--- src/rtl/vedic_div_pkg.sv ---
// vedic_div_pkg: shared FSM state type, divide-by-zero quotient and default sizes for vedic_div_arbiter
package vedic_div_pkg;
  localparam int DEF_WIDTH = 32;
  localparam int DEF_NUM_REQ = 4;
  localparam logic [63:0] DBZ_QUOTIENT = '1;
  typedef enum logic [1:0] {IDLE, ISSUE, WAIT, RESP} state_e;
endpackage

--- src/rtl/vedic_div_arbiter_if.sv ---
// vedic_div_arbiter_if: requester, response and divider buses of vedic_div_arbiter
interface vedic_div_arbiter_if
  import vedic_div_pkg::*;
#(
  parameter int WIDTH = DEF_WIDTH,
  parameter int NUM_REQ = DEF_NUM_REQ,
  parameter int ID_W = $clog2(NUM_REQ)
);
  logic [NUM_REQ-1:0] req_valid, req_ready;
  logic [NUM_REQ*WIDTH-1:0] req_dividend, req_divisor;
  logic rsp_valid, rsp_ready, rsp_dbz, rsp_timeout;
  logic [ID_W-1:0] rsp_id;
  logic [WIDTH-1:0] rsp_quotient, rsp_remainder;
  logic div_start, div_done;
  logic [WIDTH-1:0] div_dividend, div_divisor, div_quotient, div_remainder;
  modport slave (
    input req_valid, req_dividend, req_divisor, rsp_ready, div_quotient, div_remainder, div_done,
    output req_ready, rsp_valid, rsp_id, rsp_quotient, rsp_remainder, rsp_dbz, rsp_timeout,
    output div_start, div_dividend, div_divisor
  );
  modport master (
    output req_valid, req_dividend, req_divisor, rsp_ready, div_quotient, div_remainder, div_done,
    input req_ready, rsp_valid, rsp_id, rsp_quotient, rsp_remainder, rsp_dbz, rsp_timeout,
    input div_start, div_dividend, div_divisor
  );
endinterface

--- src/rtl/vedic_rr_arbiter.sv ---
// vedic_rr_arbiter: combinational round-robin pick of the first request at or after ptr_i
module vedic_rr_arbiter
  import vedic_div_pkg::*;
#(
  parameter int N = DEF_NUM_REQ,
  parameter int ID_W = $clog2(N)
) (
  input  logic [N-1:0]    req_i,
  input  logic [ID_W-1:0] ptr_i,
  output logic [N-1:0]    gnt_o,
  output logic [ID_W-1:0] idx_o,
  output logic            any_o
);
  always_comb begin
    idx_o = '0;
    any_o = 1'b0;
    for (int k = N - 1; k >= 0; k--)
      if (req_i[(int'(ptr_i) + k) % N]) begin
        idx_o = ID_W'((int'(ptr_i) + k) % N);
        any_o = 1'b1;
      end
    gnt_o = any_o ? N'(1) << idx_o : '0;
  end
endmodule

--- src/rtl/vedic_div_arbiter.sv ---
// vedic_div_arbiter: round-robin sequencer sharing one divider among NUM_REQ requesters
// Define DIV_TIMEOUT_EN to abort WAIT after TIMEOUT_CYCLES cycles without div_done.
module vedic_div_arbiter
  import vedic_div_pkg::*;
#(
  parameter int WIDTH = DEF_WIDTH,
  parameter int NUM_REQ = DEF_NUM_REQ,
  parameter int ID_W = $clog2(NUM_REQ),
  parameter int TIMEOUT_CYCLES = 256
) (
  input logic clk,
  input logic rst_n,
  vedic_div_arbiter_if.slave bus
);
  if (NUM_REQ < 2 || TIMEOUT_CYCLES < 1) begin : g_bad_cfg
    $error("vedic_div_arbiter: NUM_REQ must be >= 2 and TIMEOUT_CYCLES >= 1");
  end
  state_e state_q, state_d;
  logic [ID_W-1:0] ptr_q, ptr_d, id_q, id_d, gnt_idx;
  logic [NUM_REQ-1:0] gnt;
  logic any_gnt, dbz_q, dbz_d, to_q, to_d, expired;
  logic [WIDTH-1:0] a_q, a_d, b_q, b_d, q_q, q_d, r_q, r_d, op_a, op_b;
  vedic_rr_arbiter #(.N(NUM_REQ), .ID_W(ID_W)) u_rr (
    .req_i(bus.req_valid), .ptr_i(ptr_q), .gnt_o(gnt), .idx_o(gnt_idx), .any_o(any_gnt)
  );
  assign op_a = bus.req_dividend[gnt_idx*WIDTH +: WIDTH];
  assign op_b = bus.req_divisor[gnt_idx*WIDTH +: WIDTH];
`ifdef DIV_TIMEOUT_EN
  localparam int CW = $clog2(TIMEOUT_CYCLES + 1);
  logic [CW-1:0] cnt_q;
  assign expired = cnt_q == CW'(TIMEOUT_CYCLES - 1);
  always_ff @(posedge clk)
    cnt_q <= (!rst_n || state_q != WAIT) ? '0 : CW'(cnt_q + 1'b1);
`else
  assign expired = 1'b0;
`endif
  always_comb begin
    state_d = state_q;
    ptr_d = ptr_q;
    id_d = id_q;
    a_d = a_q;
    b_d = b_q;
    q_d = q_q;
    r_d = r_q;
    dbz_d = dbz_q;
    to_d = to_q;
    case (state_q)
      IDLE: if (any_gnt) begin
        id_d = gnt_idx;
        a_d = op_a;
        b_d = op_b;
        q_d = DBZ_QUOTIENT[WIDTH-1:0];
        r_d = op_a;
        dbz_d = op_b == '0;
        state_d = op_b == '0 ? RESP : ISSUE;
      end
      ISSUE: state_d = WAIT;
      WAIT: if (bus.div_done) begin
        q_d = bus.div_quotient;
        r_d = bus.div_remainder;
        state_d = RESP;
      end else if (expired) begin
        q_d = '0;
        r_d = '0;
        to_d = 1'b1;
        state_d = RESP;
      end
      RESP: if (bus.rsp_ready) begin
        ptr_d = id_q == ID_W'(NUM_REQ - 1) ? '0 : id_q + 1'b1;
        dbz_d = 1'b0;
        to_d = 1'b0;
        state_d = IDLE;
      end
    endcase
  end
  always_ff @(posedge clk)
    if (!rst_n) begin
      state_q <= IDLE;
      ptr_q <= '0;
      id_q <= '0;
      a_q <= '0;
      b_q <= '0;
      q_q <= '0;
      r_q <= '0;
      dbz_q <= 1'b0;
      to_q <= 1'b0;
    end else begin
      state_q <= state_d;
      ptr_q <= ptr_d;
      id_q <= id_d;
      a_q <= a_d;
      b_q <= b_d;
      q_q <= q_d;
      r_q <= r_d;
      dbz_q <= dbz_d;
      to_q <= to_d;
    end
  assign bus.req_ready = (rst_n && state_q == IDLE) ? gnt : '0;
  assign bus.rsp_valid = state_q == RESP;
  assign bus.rsp_id = id_q;
  assign bus.rsp_quotient = q_q;
  assign bus.rsp_remainder = r_q;
  assign bus.rsp_dbz = dbz_q;
  assign bus.rsp_timeout = to_q;
  assign bus.div_start = state_q == ISSUE;
  assign bus.div_dividend = a_q;
  assign bus.div_divisor = b_q;
endmodule

--- src/flat_wrapper.sv ---
// flat-port wrapper written by rule: the top's interface ports become plain ports
module vedic_div_arbiter_flat import vedic_div_pkg::*;
#(
  parameter int WIDTH = DEF_WIDTH,
  parameter int NUM_REQ = DEF_NUM_REQ,
  parameter int ID_W = $clog2(NUM_REQ),
  parameter int TIMEOUT_CYCLES = 256
)
  (clk, rst_n, bus_req_valid, bus_req_dividend, bus_req_divisor, bus_rsp_ready, bus_div_quotient, bus_div_remainder, bus_div_done, bus_req_ready, bus_rsp_valid, bus_rsp_id, bus_rsp_quotient, bus_rsp_remainder, bus_rsp_dbz, bus_rsp_timeout, bus_div_start, bus_div_dividend, bus_div_divisor);
  vedic_div_arbiter_if #(.WIDTH(WIDTH), .NUM_REQ(NUM_REQ), .ID_W(ID_W)) bus_i ();
  input logic clk;
  input logic rst_n;
  input wire logic [$bits(bus_i.req_valid)-1:0] bus_req_valid;
  input wire logic [$bits(bus_i.req_dividend)-1:0] bus_req_dividend;
  input wire logic [$bits(bus_i.req_divisor)-1:0] bus_req_divisor;
  input wire logic [$bits(bus_i.rsp_ready)-1:0] bus_rsp_ready;
  input wire logic [$bits(bus_i.div_quotient)-1:0] bus_div_quotient;
  input wire logic [$bits(bus_i.div_remainder)-1:0] bus_div_remainder;
  input wire logic [$bits(bus_i.div_done)-1:0] bus_div_done;
  output wire logic [$bits(bus_i.req_ready)-1:0] bus_req_ready;
  output wire logic [$bits(bus_i.rsp_valid)-1:0] bus_rsp_valid;
  output wire logic [$bits(bus_i.rsp_id)-1:0] bus_rsp_id;
  output wire logic [$bits(bus_i.rsp_quotient)-1:0] bus_rsp_quotient;
  output wire logic [$bits(bus_i.rsp_remainder)-1:0] bus_rsp_remainder;
  output wire logic [$bits(bus_i.rsp_dbz)-1:0] bus_rsp_dbz;
  output wire logic [$bits(bus_i.rsp_timeout)-1:0] bus_rsp_timeout;
  output wire logic [$bits(bus_i.div_start)-1:0] bus_div_start;
  output wire logic [$bits(bus_i.div_dividend)-1:0] bus_div_dividend;
  output wire logic [$bits(bus_i.div_divisor)-1:0] bus_div_divisor;
  assign bus_i.req_valid = bus_req_valid;
  assign bus_i.req_dividend = bus_req_dividend;
  assign bus_i.req_divisor = bus_req_divisor;
  assign bus_i.rsp_ready = bus_rsp_ready;
  assign bus_i.div_quotient = bus_div_quotient;
  assign bus_i.div_remainder = bus_div_remainder;
  assign bus_i.div_done = bus_div_done;
  assign bus_req_ready = bus_i.req_ready;
  assign bus_rsp_valid = bus_i.rsp_valid;
  assign bus_rsp_id = bus_i.rsp_id;
  assign bus_rsp_quotient = bus_i.rsp_quotient;
  assign bus_rsp_remainder = bus_i.rsp_remainder;
  assign bus_rsp_dbz = bus_i.rsp_dbz;
  assign bus_rsp_timeout = bus_i.rsp_timeout;
  assign bus_div_start = bus_i.div_start;
  assign bus_div_dividend = bus_i.div_dividend;
  assign bus_div_divisor = bus_i.div_divisor;
  vedic_div_arbiter #(.WIDTH(WIDTH), .NUM_REQ(NUM_REQ), .ID_W(ID_W), .TIMEOUT_CYCLES(TIMEOUT_CYCLES)) u_core (.clk(clk), .rst_n(rst_n), .bus(bus_i));
endmodule
--- config.mk ---
export PLATFORM = sky130hd
export DESIGN_NAME = vedic_div_arbiter_flat
export DESIGN_NICKNAME = d
export VERILOG_FILES = /design/src/rtl/vedic_div_pkg.sv /design/src/rtl/vedic_div_arbiter_if.sv /design/src/rtl/vedic_rr_arbiter.sv /design/src/rtl/vedic_div_arbiter.sv /design/src/flat_wrapper.sv
export SDC_FILE = /design/constraint.sdc
export NUM_CORES = 1
export LEC_CHECK = 0
export CORE_AREA = 2 2 183 185
export CTS_CLUSTER_DIAMETER = 60
export CTS_CLUSTER_SIZE = 28
export DETAILED_ROUTE_END_ITERATION = 10
export DIE_AREA = 0 0 185 187
export PLACE_DENSITY_LB_ADDON = 0.15
export SETUP_SLACK_MARGIN = 0.4
export SLEW_MARGIN = 20
export SYNTH_ARGS = -nofsm -noshare
export SYNTH_HDL_FRONTEND = slang
export SYNTH_HIERARCHICAL = 1
export SYNTH_SLANG_ARGS = --single-unit
--- constraint.sdc ---
create_clock -name clk -period 5.45 [get_ports clk]
set_input_delay 1.09 -clock clk [delete_from_list [all_inputs] [get_ports clk]]
set_output_delay 1.09 -clock clk [all_outputs]
set_load 0.03 [all_outputs]
== After elaboration in Yosys (flattened, before gate mapping) ==
Index checks and enable logic that the tools add are counted.
Storage, ports and cells
  flip-flop bits (word level): 135
  bits of input ports: 328
  output and inout port bits: 138
  word-level logic and storage cells: 78
Cells by class
  add/sub/neg operators: 4
  $lt $le $gt $ge: 4
  equal/unequal tests: 7
  shift-type cells: 3
  multiplexer cells: 36
  bitwise gates (word level): 3
  reduce and logical (&&, ||, !) cells: 13
Operator list (number)
  indexed part select 128 x 8 -> 32 bit: 2
  2-to-1 mux 32 bit: 4
  case mux 32 bit (2 select lines): 2
  zero test 32 bit: 1
  2-to-1 mux 2 bit: 9
  2-to-1 mux 1 bit: 13
  less-than comparator 3 x 4 -> 1 bit, second input constant: 3
  AND reduction 3 bit: 3
  binary-select mux 1 bit (select 2 bit): 4
  2-to-1 mux 4 bit: 2
  case mux 2 bit (4 select lines): 1
  == test 2 bit, second input constant: 3
  OR reduction 2 bit: 3
  adder 2 x 1 -> 2 bit, second input constant: 2
  adder 2 bit, second input constant: 2
  != test 2 bit, second input constant: 2
  AND reduction 2 bit: 2
  nonzero test 2 bit: 2
  left shift 1 x 2 -> 4 bit, first input constant: 1
  bitwise AND 1 bit, first input constant: 3
  less-than comparator 2 x 3 -> 1 bit, second input constant: 1
  == test 2 x 1 -> 1 bit, second input constant: 1
  zero test 2 bit: 1
  != test 2 x 1 -> 1 bit, second input constant: 1
  other kinds (2): 2

== Longest topological paths before layout ==
  word-level depth: 15
  depth in mapped cells: 11
  gate-level depth less buffers: 8

== Cells and area by module ==
Netlist, hierarchy kept.
By module, submodules not included
  vedic_div_arbiter: times used 1, cells an instance 673, area an instance 6961.7 µm², seq. area each 2702.6 µm²
  vedic_rr_arbiter: times used 1, cells an instance 29, area an instance 182.7 µm², seq. area each 0.0 µm²

== Worst setup path after synthesis ==
Ideal clock, no wire load.
  kind: input-to-reg
  start: input bus_req_valid[3]
  end: register u_core.state_q[1]
  library setup time: 0.060 ns
  arrival time: 3.119 ns
  required time: 5.390 ns
  slack: 2.271 ns
  cell stages on the path: 9
  buffers on the path: 2
  cell sequence: buf_4 -> o21bai_1 -> a221oi_2 -> buf_4 -> mux4_1 -> nor4_2 -> nand4_1 -> o211ai_2 -> o2111a_1
Between the ends
  word-level cells in the longest chain between the ends: 12
  elaborated cells between the ends (all ways): 26
  those cells by class: eq/ne: 1; shift: 1; mux: 22; reduce/logical: 2
Ends and longest elaborated chain
  start: declaration: line flat_wrapper.sv:13  | input wire logic [$bits(bus_i.req_valid)-1:0] bus_req_valid;
  binary-select mux 1 bit (select 2 bit): line vedic_rr_arbiter.sv:18  | if (req_i[(int'(ptr_i) + k) % N]) begin
  2-to-1 mux 1 bit (not written as such) (2 in series): line vedic_rr_arbiter.sv:18
  2-to-1 mux 2 bit (3 in series): line vedic_rr_arbiter.sv:18
  2-to-1 mux 2 bit *: line vedic_rr_arbiter.sv:18
  net u_core.gnt_idx[0]: line vedic_div_arbiter.sv:19  | logic [ID_W-1:0] ptr_q, ptr_d, id_q, id_d, gnt_idx;
  indexed part select 128 x 8 -> 32 bit *: line vedic_div_arbiter.sv:27  | assign op_b = bus.req_divisor[gnt_idx*WIDTH +: WIDTH];
  zero test 32 bit *: line vedic_div_arbiter.sv:55  | state_d = op_b == '0 ? RESP : ISSUE;
  2-to-1 mux 2 bit *: line vedic_div_arbiter.sv:55
  2-to-1 mux 2 bit *: line vedic_div_arbiter.sv:48  | IDLE: if (any_gnt) begin
  case mux 2 bit (4 select lines) *: line vedic_div_arbiter.sv:47  | case (state_q)
  end signal: assignment: line vedic_div_arbiter.sv:88  | state_q <= state_d;
  end: declaration: line vedic_div_arbiter.sv:18  | state_e state_q, state_d;
The timed path passes the listed nets; every way through them passes the cells marked *. The select of a mux whose other input is x is not followed.
A chain may end at the register's enable or synchronous reset.

== Final worst setup path ==
  start: input bus_req_valid[2]
  end: output bus_req_ready[0]
Between the ends
  word-level cells in the longest chain between the ends: 10
  elaborated cells between the ends (all ways): 22
  those cells by class: shift: 1; mux: 21
Ends and longest elaborated chain
  binary-select mux 1 bit (select 2 bit): line vedic_rr_arbiter.sv:18
  2-to-1 mux 1 bit (not written as such) (2 in series): line vedic_rr_arbiter.sv:18
  2-to-1 mux 2 bit (4 in series): line vedic_rr_arbiter.sv:18
  left shift 1 x 2 -> 4 bit: line vedic_rr_arbiter.sv:22  | gnt_o = any_o ? N'(1) << idx_o : '0;
  2-to-1 mux 4 bit *: line vedic_rr_arbiter.sv:22
  net u_core.gnt[0]: line vedic_div_arbiter.sv:20  | logic [NUM_REQ-1:0] gnt;
  2-to-1 mux 4 bit *: line vedic_div_arbiter.sv:98  | assign bus.req_ready = (rst_n && state_q == IDLE) ? gnt : '0;
  end: declaration: line flat_wrapper.sv:20  | output wire logic [$bits(bus_i.req_ready)-1:0] bus_req_ready;
Marked as above.

==> flow_summary.html <==
<table>
<tr><th>Metric</th><th>Value</th></tr>
<tr><th colspan="2">Logic synthesis</th></tr>
<tr><td>Post-synthesis net count</td><td>1036</td></tr>
<tr><td>Top flip-flop cell by instance count after synthesis</td><td>dfxtp_1</td></tr>
<tr><td>Ranking of synthesized cells by area</td><td>dfxtp_1 38%, mux4_2 16%, nand2_1 11%</td></tr>
<tr><td>Async SR Flop Fraction</td><td>0%</td></tr>
<tr><td>Number of distinct library cell variants in the gate-level netlist after synthesis</td><td>46</td></tr>
<tr><td>Ys Warns</td><td>6</td></tr>
<tr><td>Sequential element share of the synthesized area</td><td>a little under two fifths</td></tr>
<tr><td>Fraction of synthesized cell area taken by the top area cell type</td><td>37.8%</td></tr>
<tr><td>Avg Synthesized Cell Area</td><td>between 10 and 15 µm²</td></tr>
<tr><td>Post-synthesis cell area</td><td>roughly 7100 µm²</td></tr>
<tr><td>Register bit total from synthesis</td><td>approximately 140</td></tr>
<tr><td>Cells after Synth</td><td>702</td></tr>
<tr><td>Leading area contributor after synthesis</td><td>dfxtp_1</td></tr>
<tr><td>Number of enable flip-flop cells after synthesis</td><td>0</td></tr>
<tr><th colspan="2">Floorplanning</th></tr>
<tr><td>Initial core utilization</td><td>a little over a fifth</td></tr>
<tr><td>Core footprint</td><td>about 33000 µm²</td></tr>
<tr><td>Placement Rows</td><td>67</td></tr>
<tr><td>Die footprint</td><td>roughly 35000 µm²</td></tr>
<tr><td>Die height</td><td>between 150 and 200 µm</td></tr>
<tr><td>Boundary pin count</td><td>between 400 and 500</td></tr>
<tr><td>Die Width</td><td>around 190 µm</td></tr>
<tr><th colspan="2">Clock tree</th></tr>
<tr><td>Clock-pin transition on the worst setup and hold timing paths</td><td>approximately 0.06 ns</td></tr>
<tr><td>TritonCTS sink count</td><td>around 140</td></tr>
<tr><td>Clock H-tree levels</td><td>4</td></tr>
<tr><td>Largest buffer count on any clock path</td><td>2</td></tr>
<tr><td>CTS tree</td><td>built</td></tr>
<tr><td>Cells resized by post-CTS repair</td><td>0</td></tr>
<tr><td>Post-CTS Repair Setup Buffers</td><td>0</td></tr>
<tr><td>Library cell used as clock root buffer</td><td>clkbuf_16</td></tr>
<tr><td>Source-to-sink clock delay at the later pin of the worst-skew pair</td><td>about 0.44 ns</td></tr>
<tr><td>Hold bufs inserted after CTS</td><td>0</td></tr>
<tr><td>Cts bufs inserted</td><td>17</td></tr>
<tr><th colspan="2">STA</th></tr>
<tr><td>Share of the clock period used by the worst path</td><td>between 70 and 80%</td></tr>
<tr><td>Minimum period implied by the final worst setup slack</td><td>around 4.2 ns</td></tr>
<tr><td>Final sum of negative setup slack</td><td>0 ns</td></tr>
<tr><td>Relative slew slack</td><td>33.7%</td></tr>
<tr><td>Minimum setup slack in the final design</td><td>1.24 ns</td></tr>
<tr><td>Setup repair after global routing missed its margin</td><td>no</td></tr>
<tr><td>Setup skew after layout</td><td>0.00954 ns</td></tr>
<tr><td>Final Hold Vio Count</td><td>0</td></tr>
<tr><td>Measured slew at the worst slew-check pin</td><td>between 0.9 and 1 ns</td></tr>
<tr><td>Slew Limit Fails</td><td>0</td></tr>
<tr><td>Final-report setup violation count</td><td>0</td></tr>
<tr><td>Max Fclk</td><td>238 MHz</td></tr>
<tr><th colspan="2">Global route</th></tr>
<tr><td>Final global-route overflow total</td><td>0</td></tr>
<tr><td>Vias in the first global route</td><td>7323</td></tr>
<tr><td>First-pass GRT wire length</td><td>about 46 mm</td></tr>
<tr><td>Maximum number of pins on one net before global-route repair</td><td>between 100 and 150</td></tr>
<tr><td>Number of antenna violations at the first check in global routing</td><td>1</td></tr>
<tr><td>Total global routing track utilization</td><td>between 15 and 20%</td></tr>
<tr><th colspan="2">Detailed routing</th></tr>
<tr><td>Number of nets still failing antenna checks after routing</td><td>0</td></tr>
<tr><td>Total number of vias</td><td>~7100</td></tr>
<tr><td>Final wirelength</td><td>31.0 mm</td></tr>
<tr><td>DRT Pass-1 Iters</td><td>4</td></tr>
<tr><td>Number of DRC violations after detailed routing</td><td>0</td></tr>
<tr><td>Iteration-0 DRC Markers</td><td>~270</td></tr>
<tr><td>Ratio of routed vias to standard cells</td><td>around 4.5</td></tr>
<tr><td>Drt wl/cell</td><td>roughly 19 µm</td></tr>
<tr><th colspan="2">Final layout</th></tr>
<tr><td>Count of fill cells added during filler insertion</td><td>roughly 3300</td></tr>
<tr><td>Utilization after layout</td><td>38.7%</td></tr>
<tr><td>Synthesis-to-finish area growth</td><td>78.2%</td></tr>
<tr><td>Final Net Count</td><td>1463</td></tr>
<tr><td>Fraction of layout instances using a drive strength above 1</td><td>under 10%</td></tr>
<tr><td>Antenna diodes</td><td>0</td></tr>
<tr><th colspan="2">Setup path</th></tr>
<tr><td>Worst path required time</td><td>between 4 and 5 ns</td></tr>
<tr><td>Worst path most repeated cell</td><td>clkdlybuf4s50_1</td></tr>
<tr><td>Slowest cell on the critical path</td><td>clkdlybuf4s50_1</td></tr>
<tr><td>Largest driver fanout on the critical path</td><td>9</td></tr>
<tr><td>Sort of element at the start of the critical path</td><td>input pin</td></tr>
<tr><td>CP arrival</td><td>between 3 and 4 ns</td></tr>
<tr><td>Critical path buffers and inverters</td><td>2</td></tr>
<tr><td>Gate family responsible for the most delay along the worst path</td><td>buffers and inverters</td></tr>
<tr><td>Crit end category</td><td>output port</td></tr>
<tr><td>CP peak stage delay</td><td>0.68 ns</td></tr>
<tr><td>Worst-path cell chain</td><td>clkdlybuf4s50_1, nor2b_1, nor3_1, o31a_1, and3_1, clkdlybuf4s50_1</td></tr>
<tr><td>Category of the critical setup timing path</td><td>input pin to output port</td></tr>
<tr><th colspan="2">Power</th></tr>
<tr><td>Leakage power summed over all cells</td><td>about 4.9 nW</td></tr>
<tr><td>Areal power density over the cells</td><td>roughly 450 nW/µm²</td></tr>
<tr><td>Worst IR drop on VDD</td><td>roughly 0.23 mV</td></tr>
<tr><th colspan="2">Placed design</th></tr>
<tr><td>Detail Placement HPWL</td><td>approximately 23 mm</td></tr>
<tr><td>Worst setup slack after placement</td><td>between 0.9 and 1 ns</td></tr>
<tr><td>Routability-driven placement congestion ratio</td><td>around 0.86</td></tr>
<tr><td>Port bufs</td><td>about 460</td></tr>
<tr><th colspan="2">Hold path</th></tr>
<tr><td>Worst hold path class</td><td>flip-flop to flip-flop</td></tr>
<tr><th colspan="2">Run status</th></tr>
<tr><td>Run status</td><td>complete, no violations</td></tr>
<tr><th colspan="2">Flow run</th></tr>
<tr><td>Number of maximum-capacitance violations</td><td>0</td></tr>
</table>
==> where the power goes <==
group,total [mW],switching (mW),internal (mW)
logic,3.06,1.78,1.29
registers,1.53,0.188,1.34
clock network,1.19,0.503,0.685
total,5.78,2.47,3.31
==> final cells by class <==
| type | instances | area (µm²) | share of cell area (%) |
|---|---|---|---|
| clock buffer | 17 | 425 | 3.34 |
| sequential | 135 | 2700 | 21.2 |
| tap | 448 | 561 | 4.40 |
| multi-input combinational | 496 | 4110 | 32.3 |
| inverter | 4 | 15.0 | 0.118 |
| clock inverter | 15 | 169 | 1.33 |
| timing repair buffer | 475 | 4750 | 37.3 |
==> metrics by stage <==
step                power, mW  area (µm²)  std cells  hold slack, ns
floorplan                3.28        7140        702           0.498
global placement         4.66       12100       1558           0.440
detailed placement       4.67       12100       1558           0.444
CTS                      5.89       12700       1590           0.453
global route             6.12       12700       1590           0.470
finish                   5.78       12700       1590           0.451
==> synthesized netlist by cell type, types with 2 or more instances <==
library cell and number:
ha_1 6, o211a_1 33, nand3_1 35, nor4_2 4, nor4_1 4, dfxtp_1 135
mux4_1 13, clkbuf_1 40, inv_1 2, nand4_1 2, nor3_1 3, buf_2 8
buf_12 2, buf_4 3, buf_1 9, buf_6 3, nand2b_1 3, mux4_2 51
and3_1 5, inv_2 2, nor2b_1 3, nor2_1 9, a21boi_1 67, o221a_1 33
a21oi_1 4, nand2_1 203
==> flip-flops by register name, indices dropped and copies added (netlist names) <==
name,count
u_core/bus.div_dividend,32
u_core/bus.div_divisor,32
u_core/bus.rsp_dbz,1
u_core/bus.rsp_id,2
u_core/bus.rsp_quotient,32
u_core/bus.rsp_remainder,32
u_core/ptr_q,2
u_core/state_q,2
==> layer usage <==
metal	global-route usage, %	vias up	routed length [µm]
met5	0	-	8
met4	4.98	2	481
met3	5.94	22	2310
met2	30.0	238	15300
met1	21.6	3437	12900
li1	-	3448	-
==> worst paths after layout <==
check	endpoint	slack, ns	start	cells after the start
setup / recovery	bus_req_ready[0]	1.24	bus_req_valid[2]	6
hold / removal	u_core/bus.div_divisor[18]	0.45	u_core/bus.div_divisor[18]	2
setup reg to reg	u_core/state_q[1]	2.08	u_core/ptr_q[0]	9
hold reg to reg	u_core/bus.div_divisor[18]	0.45	u_core/bus.div_divisor[18]	2
==> worst reg2reg max path: stages, from the launching register on <==
cell	delay, ns
dfxtp_1	0.48
nor2_1	0.11
o21bai_1	0.20
a221oi_4	0.48
buf_12	0.34
mux4_1	0.67
nor4_1	0.38
nand4_1	0.26
o211ai_2	0.22
o2111a_1	0.18
==> cells in the final DEF (no fill, tap or decap), types with 2 or more instances in the layout <==
cell type        instances
nand4_1                  2
nor4_1                   4
clkbuf_16               17
o211a_1                 33
nand2b_1                 3
buf_4                    9
mux4_2                  51
nor3_1                   3
clkinvlp_4               2
nand2_1                202
nand3_1                 35
bufinv_16                2
and3_1                   5
dfxtp_1                135
nor2_1                   8
o221a_1                 33
nor4_2                   4
inv_6                    4
clkdlybuf4s50_1        463
a21oi_1                  4
buf_12                   2
inv_8                    2
ha_1                     5
nor2b_1                  3
clkinv_4                 3
mux4_1                  13
a21boi_1                67
inv_1                    2
inv_2                    2
clkinv_2                 2
==> kinds of logic (layout without fill, tap and decap cells) <==
| group | count (synthesis) | in the layout | share of synthesized area, % |
|---|---|---|---|
| simple gates | 275 | 275 | 16.4 |
| compound gates | 150 | 150 | 18.7 |
| flops | 135 | 135 | 37.8 |
| buf+inv | 71 | 511 | 5.06 |
| mux | 64 | 64 | 20.9 |
| fa+ha+maj | 6 | 6 | 1.05 |
| other cells | 1 | 1 | 0.0525 |
(Power assumes the default switching activity.)
